==> src/rtl/vga_pkg.sv <==
// Shared defaults and types for the VGA frame-buffer arbiter and its address generator.
package vga_pkg;

  localparam int H_ACTIVE_DEF = 640;
  localparam int V_ACTIVE_DEF = 480;
  localparam int DATA_W_DEF   = 8;
  localparam int COORD_W      = 10;

  typedef logic [DATA_W_DEF-1:0] pixel_t;

  typedef enum logic [0:0] {
    DISP   = 1'b0,
    VBLANK = 1'b1
  } fb_state_t;

  // Number of pixels in one visible frame.
  function automatic int fb_size(input int h_active, input int v_active);
    return h_active * v_active;
  endfunction

endpackage

==> src/rtl/vga_addr_gen.sv <==
// Converts a (hPix, vPix) pixel coordinate into a linear frame-buffer address
// using only shifts and adders (vPix * H_ACTIVE is a constant multiply).
module vga_addr_gen
  import vga_pkg::*;
#(
  parameter int H_ACTIVE = H_ACTIVE_DEF,
  parameter int ADDR_W   = 19
) (
  input  logic [COORD_W-1:0] h_pix_i,
  input  logic [COORD_W-1:0] v_pix_i,
  output logic [ADDR_W-1:0]  addr_o
);

  localparam logic [ADDR_W-1:0] H_K = ADDR_W'(H_ACTIVE);

  logic [ADDR_W-1:0] v_ext_s;
  logic [ADDR_W-1:0] sum_s;

  assign v_ext_s = ADDR_W'(v_pix_i);

  // Add one shifted copy of vPix per set bit of the line length, on top of hPix
  // (for 640 this reduces to (vPix<<9) + (vPix<<7) + hPix).
  always_comb begin
    sum_s = ADDR_W'(h_pix_i);
    for (int b = 0; b < ADDR_W; b++) begin
      if (H_K[b]) begin
        sum_s = sum_s + (v_ext_s << b);
      end else begin
        sum_s = sum_s;
      end
    end
  end

  assign addr_o = sum_s;

endmodule

==> src/rtl/vga_fb_arbiter.sv <==
// Frame-buffer port scheduler: display reads always win the single memory
// port; host writes use the remaining cycles, optionally only during VBLANK.
// Display pixels come back two cycles after the read is issued.
module vga_fb_arbiter
  import vga_pkg::*;
#(
  parameter int H_ACTIVE = H_ACTIVE_DEF,
  parameter int V_ACTIVE = V_ACTIVE_DEF,
  parameter int DATA_W   = DATA_W_DEF,
  parameter int ADDR_W   = 19
) (
  input  logic                clk,
  input  logic                n_rst,
  input  logic                pix_en,
  input  logic [COORD_W-1:0]  hPix,
  input  logic [COORD_W-1:0]  vPix,
  input  logic                wr_vblank_only,
  input  logic                wr_valid,
  output logic                wr_ready,
  input  logic [ADDR_W-1:0]   wr_addr,
  input  logic [DATA_W-1:0]   wr_data,
  output logic [ADDR_W-1:0]   mem_addr,
  output logic                mem_re,
  output logic                mem_we,
  output logic [DATA_W-1:0]   mem_wdata,
  input  logic [DATA_W-1:0]   mem_rdata,
  output logic [DATA_W-1:0]   pix_data,
  output logic                pix_valid,
  output logic                frame_start,
  output logic [15:0]         frame_cnt
);

  localparam logic [ADDR_W:0]    FB_WORDS = (ADDR_W+1)'(fb_size(H_ACTIVE, V_ACTIVE));
  localparam logic [COORD_W-1:0] H_LIM    = COORD_W'(H_ACTIVE);
  localparam logic [COORD_W-1:0] V_LIM    = COORD_W'(V_ACTIVE);

  fb_state_t          state_q, state_d;
  logic               frame_start_q, frame_start_d;
  logic [15:0]        frame_cnt_q, frame_cnt_d;
  logic               rd_pend_q;
  logic               blank_pend_q;
  logic               pix_valid_q;
  logic [DATA_W-1:0]  pix_data_q;

  logic               h_vis_s;
  logic               v_vis_s;
  logic               active_s;
  logic               gate_s;
  logic               wr_ready_s;
  logic               wr_fire_s;
  logic               wr_in_range_s;
  logic [ADDR_W-1:0]  rd_addr_s;

  vga_addr_gen #(
    .H_ACTIVE (H_ACTIVE),
    .ADDR_W   (ADDR_W)
  ) u_addr_gen (
    .h_pix_i (hPix),
    .v_pix_i (vPix),
    .addr_o  (rd_addr_s)
  );

  // A read slot is any pixel strobe on a visible coordinate; nothing is
  // granted while reset is held so the memory sees no strobes.
  assign h_vis_s       = (hPix < H_LIM);
  assign v_vis_s       = (vPix < V_LIM);
  assign active_s      = n_rst & pix_en & h_vis_s & v_vis_s;
  assign gate_s        = ~wr_vblank_only | (state_q == VBLANK);
  assign wr_ready_s    = n_rst & ~active_s & gate_s;
  assign wr_fire_s     = wr_valid & wr_ready_s;
  assign wr_in_range_s = ({1'b0, wr_addr} < FB_WORDS);
  assign wr_ready      = wr_ready_s;

  // Memory port mux: display read first, then an accepted in-range write, else idle.
  always_comb begin
    mem_re    = 1'b0;
    mem_we    = 1'b0;
    mem_addr  = {ADDR_W{1'b0}};
    mem_wdata = {DATA_W{1'b0}};
    if (active_s) begin
      mem_re   = 1'b1;
      mem_addr = rd_addr_s;
    end else if (wr_fire_s && wr_in_range_s) begin
      mem_we    = 1'b1;
      mem_addr  = wr_addr;
      mem_wdata = wr_data;
    end else begin
      mem_re = 1'b0;
    end
  end

  // Frame state next-state logic; only advances on pixel strobes.
  always_comb begin
    state_d       = state_q;
    frame_start_d = 1'b0;
    frame_cnt_d   = frame_cnt_q;
    if (pix_en) begin
      case (state_q)
        DISP: begin
          if (!v_vis_s) begin
            state_d = VBLANK;
          end else begin
            state_d = DISP;
          end
        end
        VBLANK: begin
          if ((vPix == {COORD_W{1'b0}}) && (hPix == {COORD_W{1'b0}})) begin
            state_d       = DISP;
            frame_start_d = 1'b1;
            frame_cnt_d   = frame_cnt_q + 16'd1;
          end else begin
            state_d = VBLANK;
          end
        end
        default: begin
          state_d = DISP;
        end
      endcase
    end else begin
      state_d = state_q;
    end
  end

  // Frame state, frame-start pulse and frame counter registers.
  always_ff @(posedge clk or negedge n_rst) begin
    if (!n_rst) begin
      state_q       <= DISP;
      frame_start_q <= 1'b0;
      frame_cnt_q   <= 16'd0;
    end else begin
      state_q       <= state_d;
      frame_start_q <= frame_start_d;
      frame_cnt_q   <= frame_cnt_d;
    end
  end

  // Two-stage pixel return: stage 1 remembers what was issued, stage 2
  // captures the memory data (or blanks it) into the output registers.
  always_ff @(posedge clk or negedge n_rst) begin
    if (!n_rst) begin
      rd_pend_q    <= 1'b0;
      blank_pend_q <= 1'b0;
      pix_valid_q  <= 1'b0;
      pix_data_q   <= {DATA_W{1'b0}};
    end else begin
      rd_pend_q    <= active_s;
      blank_pend_q <= pix_en & ~active_s;
      pix_valid_q  <= rd_pend_q;
      if (rd_pend_q) begin
        pix_data_q <= mem_rdata;
      end else if (blank_pend_q) begin
        pix_data_q <= {DATA_W{1'b0}};
      end else begin
        pix_data_q <= pix_data_q;
      end
    end
  end

  assign pix_data    = pix_data_q;
  assign pix_valid   = pix_valid_q;
  assign frame_start = frame_start_q;
  assign frame_cnt   = frame_cnt_q;

endmodule
==> config.mk <==
export PLATFORM = sky130hd
export DESIGN_NAME = vga_fb_arbiter
export DESIGN_NICKNAME = d
export VERILOG_FILES = /design/src/rtl/vga_pkg.sv /design/src/rtl/vga_addr_gen.sv /design/src/rtl/vga_fb_arbiter.sv
export SDC_FILE = /design/constraint.sdc
export NUM_CORES = 1
export LEC_CHECK = 0
export BUFFER_PORTS_ARGS = -buffer_cell sky130_fd_sc_hd__buf_2
export CELL_PAD_IN_SITES_DETAIL_PLACEMENT = 1
export CELL_PAD_IN_SITES_GLOBAL_PLACEMENT = 1
export CORE_ASPECT_RATIO = 1.4
export CORE_MARGIN = 4
export CORE_UTILIZATION = 33
export CTS_CLUSTER_SIZE = 16
export DETAILED_ROUTE_END_ITERATION = 16
export PLACE_DENSITY = 0.79
export SLEW_MARGIN = 20
export SYNTH_ARGS = -nofsm -noshare
export SYNTH_HDL_FRONTEND = slang
export SYNTH_SLANG_ARGS = --single-unit
==> constraint.sdc <==
create_clock -name clk -period 4.5 [get_ports clk]
set_input_delay 0.9 -clock clk [delete_from_list [all_inputs] [get_ports clk]]
set_output_delay 0.9 -clock clk [all_outputs]
set_load 0.01 [all_outputs]
==> results.yml, run 1 <==
status:
  status: "complete, no violations"
cts:
  clk_latency_ns: 0.27
  path_clk_slew_ns: 0.06
  cts_setup_buffers: 0
  cts_buffers: 5
  tritoncts: "done"
  cts_hold_buf: 0
  cts.sinks: 29
  clockBufferDepth: 2
  ctsHtreeMaxLevel: 2
  cts_root_buf: "clkbuf_8"
  cts_resized: 0
global_route:
  grt_pass1_vias: 2395
  grt_most_used_layer: "met2"
  use_met2_pct: 32.3
  grt_max_degree: 30
  antenna_found_initial: 0
  grt_use_total_pct: 17.2
  grt_pass1_wl_um: 11500
  use_met3_pct: 4.94
  met1_usage_pct: 18.6
  grt-ovfl-total: 0
sta:
  hold_violations: 0
  slew-limit-headroom_pct: 56.6
  tightest_slew_ns: 0.646
  rsz0062_at_grt: "no"
  fmax_mhz: 230
  drv_slew: 0
  period_needed_ns: 4.35
  fin_setup_tns_ns: 0
  skew_ns: 0.00557
  layout_worst_path_cycle_share_pct: 96.7
  setup_viol: 0
yosys:
  syn_avg_cell_area_um2: 9.78
  synthCells: 222
  synthFlopType: "dfrtp_1"
  synth-edff-count: 0
  yosysSeqAreaShare_pct: 33.4
  synth_cell_types: 46
  synth_warnings: 0
  ys_async_sr_fraction_pct: 100
  syn-num-nets: 304
  synth_seq_cells: 29
  syn_area_um2: 2170
placed_design:
  place_congestion: 0.780
  io_buffers: 115
  placed_area_um2: 2850
  dp_hpwl_um: 5840
layout:
  fillerInstances: 775
  drive_gt1_share_pct: 42.0
  final_common_cell: "buf_2"
  multi_input_area_um2: 1390
  fin_util_pct: 46.8
  most-common-layout-cells: "115 x buf_2, 29 x dfrtp_1, 21 x a22o_1"
  insertedDiodeCount: 0
  ff_latch_area_um2: 726
  postLayoutCellArea_um2: 2950
  synthToLayoutAreaGrowth_pct: 35.8
  fin_nets: 424
die:
  die_y_um: 104
  dieArea_um2: 7960
  num_rows: 34
  die_w_um: 76.5
  start_util_pct: 34.5
  pin_count: 116
  core_area_um2: 6300
pwr:
  p_per_area_nw_per_um2: 234
  ir_worst_vdd_v: 0.0000954
  p_leak_nw: 1.60
worst_setup_path:
  critPathRequiredTime_ns: 3.60
  arrival_ns: 3.45
  crit_family: "adder cells"
  crit_path_max_fanout: 3
  cp_slowest_cell: "fa_1"
  cp_slowest_stage_delay_ns: 0.54
  cp_num_buf_inv: 5
  startpoint_type: "primary input"
  endpoint_kind: "output pin"
  worstSetupPathType: "in2out"
  cp_cell_sequence: "buf_2 > inv_1 > fa_1 > inv_1 > fa_1 > a211oi_1 > nor2_1 > o41ai_1 > buf_4 > xnor2_1 > a22o_1 > buf_2"
detailed_routing:
  drt_iter0_markers: 53
  drc: 0
  ant_nets: 0
  routedWlPerCell_um: 16.4
  wirelength_um: 6810
  vias_per_cell: 5.38
  vias: 2232
  drt-pass1-iter-count: 4
worst_hold_path:
  hp-class: "reg2reg"
flow_run:
  drv_cap: 0
==> per-stage QoR <==
step	std cells	hold WS, ns	total power [mW]	setup slack [ns]
2_1_floorplan	222	0.352	0.377	0.548
3_3_place_gp	407	0.459	0.457	0.229
3_5_place_dp	407	0.466	0.465	0.158
4_1_cts	415	0.478	0.698	0.143
5_1_grt	415	0.497	0.734	0.0191
6_report	415	0.470	0.688	0.151
==> layer usage <==
layer | share of wire, % | wire (um)
met2 | 52 | 3550
met1 | 39 | 2630
met3 | 7.6 | 518
met4 | 1.6 | 108
met5 | 0 | 0
==> final cells by class <==
type | instances | area share (%)
Inverter | 8 | 1.02
Timing Repair Buffer | 120 | 20.8
Clock inverter | 1 | 0.170
Tap cell | 72 | 3.06
Sequential cell | 29 | 24.6
Multi-Input combinational cell | 178 | 47.1
Clock buffer | 7 | 3.27
==> cell families (layout without fill, tap and decap cells) <==
group                      after synthesis  in the layout  synth area share (%)
and+or+nand+nor                         80             80                  22.8
AOI/OAI and AO/OA                       56             56                  19.3
muxes                                    2              2                  1.04
xor gates and xnor gates                18             18                  7.26
DFF                                     29             29                  33.4
buffers and inverters                   15            136                  2.77
adders and majority gates               22             22                  13.4
==> synth_stat cells (all sizes together) (3+ instances only) <==
| master | instances | area share (%) |
|---|---|---|
| dfrtp | 29 | 33 |
| o21ai | 10 | 2.3 |
| buf | 3 | 0.69 |
| o31ai | 3 | 1.0 |
| nand2 | 13 | 2.2 |
| nor2b | 7 | 2.0 |
| clkbuf | 4 | 0.69 |
| nor4 | 4 | 2.5 |
| nand3 | 8 | 1.8 |
| inv | 8 | 1.4 |
| nand4 | 6 | 2.0 |
| nor2 | 16 | 3.2 |
| and3 | 4 | 1.2 |
| a22o | 21 | 8.5 |
| xor2 | 7 | 2.8 |
| a21oi | 5 | 1.2 |
| ha | 20 | 12 |
| xnor2 | 11 | 4.4 |
| and2 | 9 | 2.6 |
==> state kept, by name (all words and copies together) (netlist names) <==
name,cells
pix_valid,1
frame_cnt,16
state_q,1
frame_start,1
rd_pend_q,1
pix_data,8
blank_pend_q,1
==> final timing paths <==
| kind | slack [ns] | to | depth (start not counted) | startpoint |
|---|---|---|---|---|
| worst max-delay path | 0.15 | mem_addr[16] | 12 | hPix[9] |
| worst min-delay path | 0.47 | frame_cnt[15] | 1 | frame_cnt[15] |
| worst max register to register | 2.56 | frame_cnt[13] | 5 | state_q |
| worst min register to register | 0.47 | frame_cnt[15] | 1 | frame_cnt[15] |
| max in group asynchronous | 3.58 | frame_cnt[5] | 2 | n_rst |
| min in group asynchronous | 0.66 | frame_cnt[14] | 2 | n_rst |
==> power by group <==
| part | switching, mW | internal, mW |
|---|---|---|
| sequential | 0.00260 | 0.265 |
| combinational | 0.104 | 0.0877 |
| clock | 0.0910 | 0.138 |
No activity file was read; power rests on OpenSTA's default activity.
==> run 2, diff against run 1 <==
--- a/config.mk
+++ b/config.mk
@@ -14,6 +14,7 @@
 export CTS_CLUSTER_SIZE = 16
 export DETAILED_ROUTE_END_ITERATION = 16
 export PLACE_DENSITY = 0.79
+export REMOVE_ABC_BUFFERS = 1
 export SLEW_MARGIN = 20
 export SYNTH_ARGS = -nofsm -noshare
 export SYNTH_HDL_FRONTEND = slang
==> run 2 against run 1 <==
  * Clock skew about the same
  * Power is 2.9% lower
  * Cell area is essentially flat
==> results.yml, run 2 (synthesized netlist as in run 1, its figures left out) <==
detailed_routing:
  vias_per_cell: 5.43
  drt_iter0_markers: 43
  vias: 2246
  ant_nets: 0
  routedWlPerCell_um: 16.1
  drc: 0
  wirelength_um: 6670
  drt-pass1-iter-count: 4
worst_setup_path:
  r2r-start: "state_q"
  crit_family: "adder cells"
  endpoint_kind: "output pin"
  cp_slowest_cell: "fa_1"
  cp_slowest_stage_delay_ns: 0.53
  worstSetupPathType: "in2out"
  startpoint_type: "primary input"
  cp_num_buf_inv: 4
  critPathRequiredTime_ns: 3.60
  cp_cell_sequence: "buf_2 > inv_1 > fa_1 > inv_1 > ha_1 > a211oi_2 > nor2_1 > o21ai_0 > or3b_2 > a32o_1 > buf_2"
  arrival_ns: 3.37
  critPathLaunch: "hPix[9]"
  crit_path_max_fanout: 3
die:
  num_rows: 34
  start_util_pct: 34.5
  dieArea_um2: 7960
  core_area_um2: 6300
  die_y_um: 104
  pin_count: 116
  die_w_um: 76.5
sta:
  rsz0062_at_grt: "no"
  period_needed_ns: 4.27
  tightest_slew_ns: 0.604
  fmax_mhz: 234
  layout_worst_path_cycle_share_pct: 94.9
  fin_setup_tns_ns: 0
  skew_ns: 0.00531
  drv_slew: 0
  hold_violations: 0
  slew-limit-headroom_pct: 59.4
  setup_viol: 0
layout:
  fillerInstances: 767
  drive_gt1_share_pct: 42.1
  multi_input_area_um2: 1400
  most-common-layout-cells: "115 x buf_2, 29 x dfrtp_1, 21 x a22o_1"
  insertedDiodeCount: 0
  instances_no_fill: 414
  fin_nets: 424
  ff_latch_area_um2: 726
  final_common_cell: "buf_2"
  largest_register_ffs: 16
  synthToLayoutAreaGrowth_pct: 35.7
global_route:
  grt_pass1_vias: 2525
  grt_pass1_wl_um: 11400
  antenna_found_initial: 0
  grt_most_used_layer: "met2"
  grt_max_degree: 29
  grt-ovfl-total: 0
  use_met2_pct: 32.0
  grt_use_total_pct: 17.0
  use_met3_pct: 3.90
  met1_usage_pct: 18.9
cts:
  cts_buffers: 5
  cts.sinks: 29
  clockBufferDepth: 2
  tritoncts: "done"
  path_clk_slew_ns: 0.06
  clk_latency_ns: 0.27
  cts_root_buf: "clkbuf_8"
  ctsHtreeMaxLevel: 2
placed_design:
  io_buffers: 115
  place_congestion: 0.881
  place_inst: 407
  dp_hpwl_um: 5510
flow_run:
  drv_cap: 0
pwr:
  p_per_area_nw_per_um2: 227
  p_total_uw: 669
  ir_worst_vdd_v: 0.0000759
  p_leak_nw: 1.59
status:
  status: "complete, no violations"
worst_hold_path:
  hp-class: "in2async"
## run 2: cell types whose count changed in the layout (fill, tap and decap cells not counted), sizes merged
cell	before	now
clkinv	1	0
## run 2: worst paths after layout
path,endpoint,slack [ns],cells past startpoint
min reg2reg,pix_data[2],0.49,1
min in group clk,pix_data[2],0.49,1
max in group asynchronous,pix_data[6],3.52,2
max reg2reg,frame_cnt[12],2.71,5
min,frame_cnt[2],0.43,1
max,mem_addr[13],0.23,11
## run 2: through the flow
stage,worst slack [ns],area [um2],utilization [%],hold slack (ns)
floorplan,0.548,2140,-,0.491
global placement,0.189,2850,45.2,0.468
detailed placement,0.107,2850,45.2,0.474
CTS,0.114,2930,46.6,0.421
global route,0.0485,2950,46.8,0.423
finish,0.229,2950,46.8,0.430
## run 2: area by class of cell
cell class | count | share of cell area [%]
Clock buffer | 7 | 2.93
Multi-Input combinational cell | 178 | 47.5
Tap cell | 72 | 3.06
Inverter | 8 | 1.02
Sequential cell | 29 | 24.6
Timing Repair Buffer | 120 | 20.8
## run 2: repair_timing
item                       in CTS  in global routing
hold buffers                    0                  0
setup endpoints to repair       0                  3
resized for setup               0                  3
buffers inserted                0                  0
## run 2: metal layers
metal	wire [um]	share of wire (%)
met3	442	6.6
met5	0	0
met2	3450	52
met4	44	0.66
met1	2730	41
## run 2: worst register-to-register path, cell delays in order, from the launching register on
cell and delay (ns):
dfrtp_1 0.36, nor4b_2 0.28, nand4_2 0.21, or4_4 0.60, nor2_2 0.13, xor2_1 0.15
## run 2: power by group
part	switching [mW]	total, mW	leakage (nW)	internal, mW
Sequential	0.00248	0.268	0.395	0.265
Combinational	0.103	0.191	1.15	0.0880
Clock	0.0892	0.210	0.0443	0.121
Total	0.195	0.669	1.59	0.474
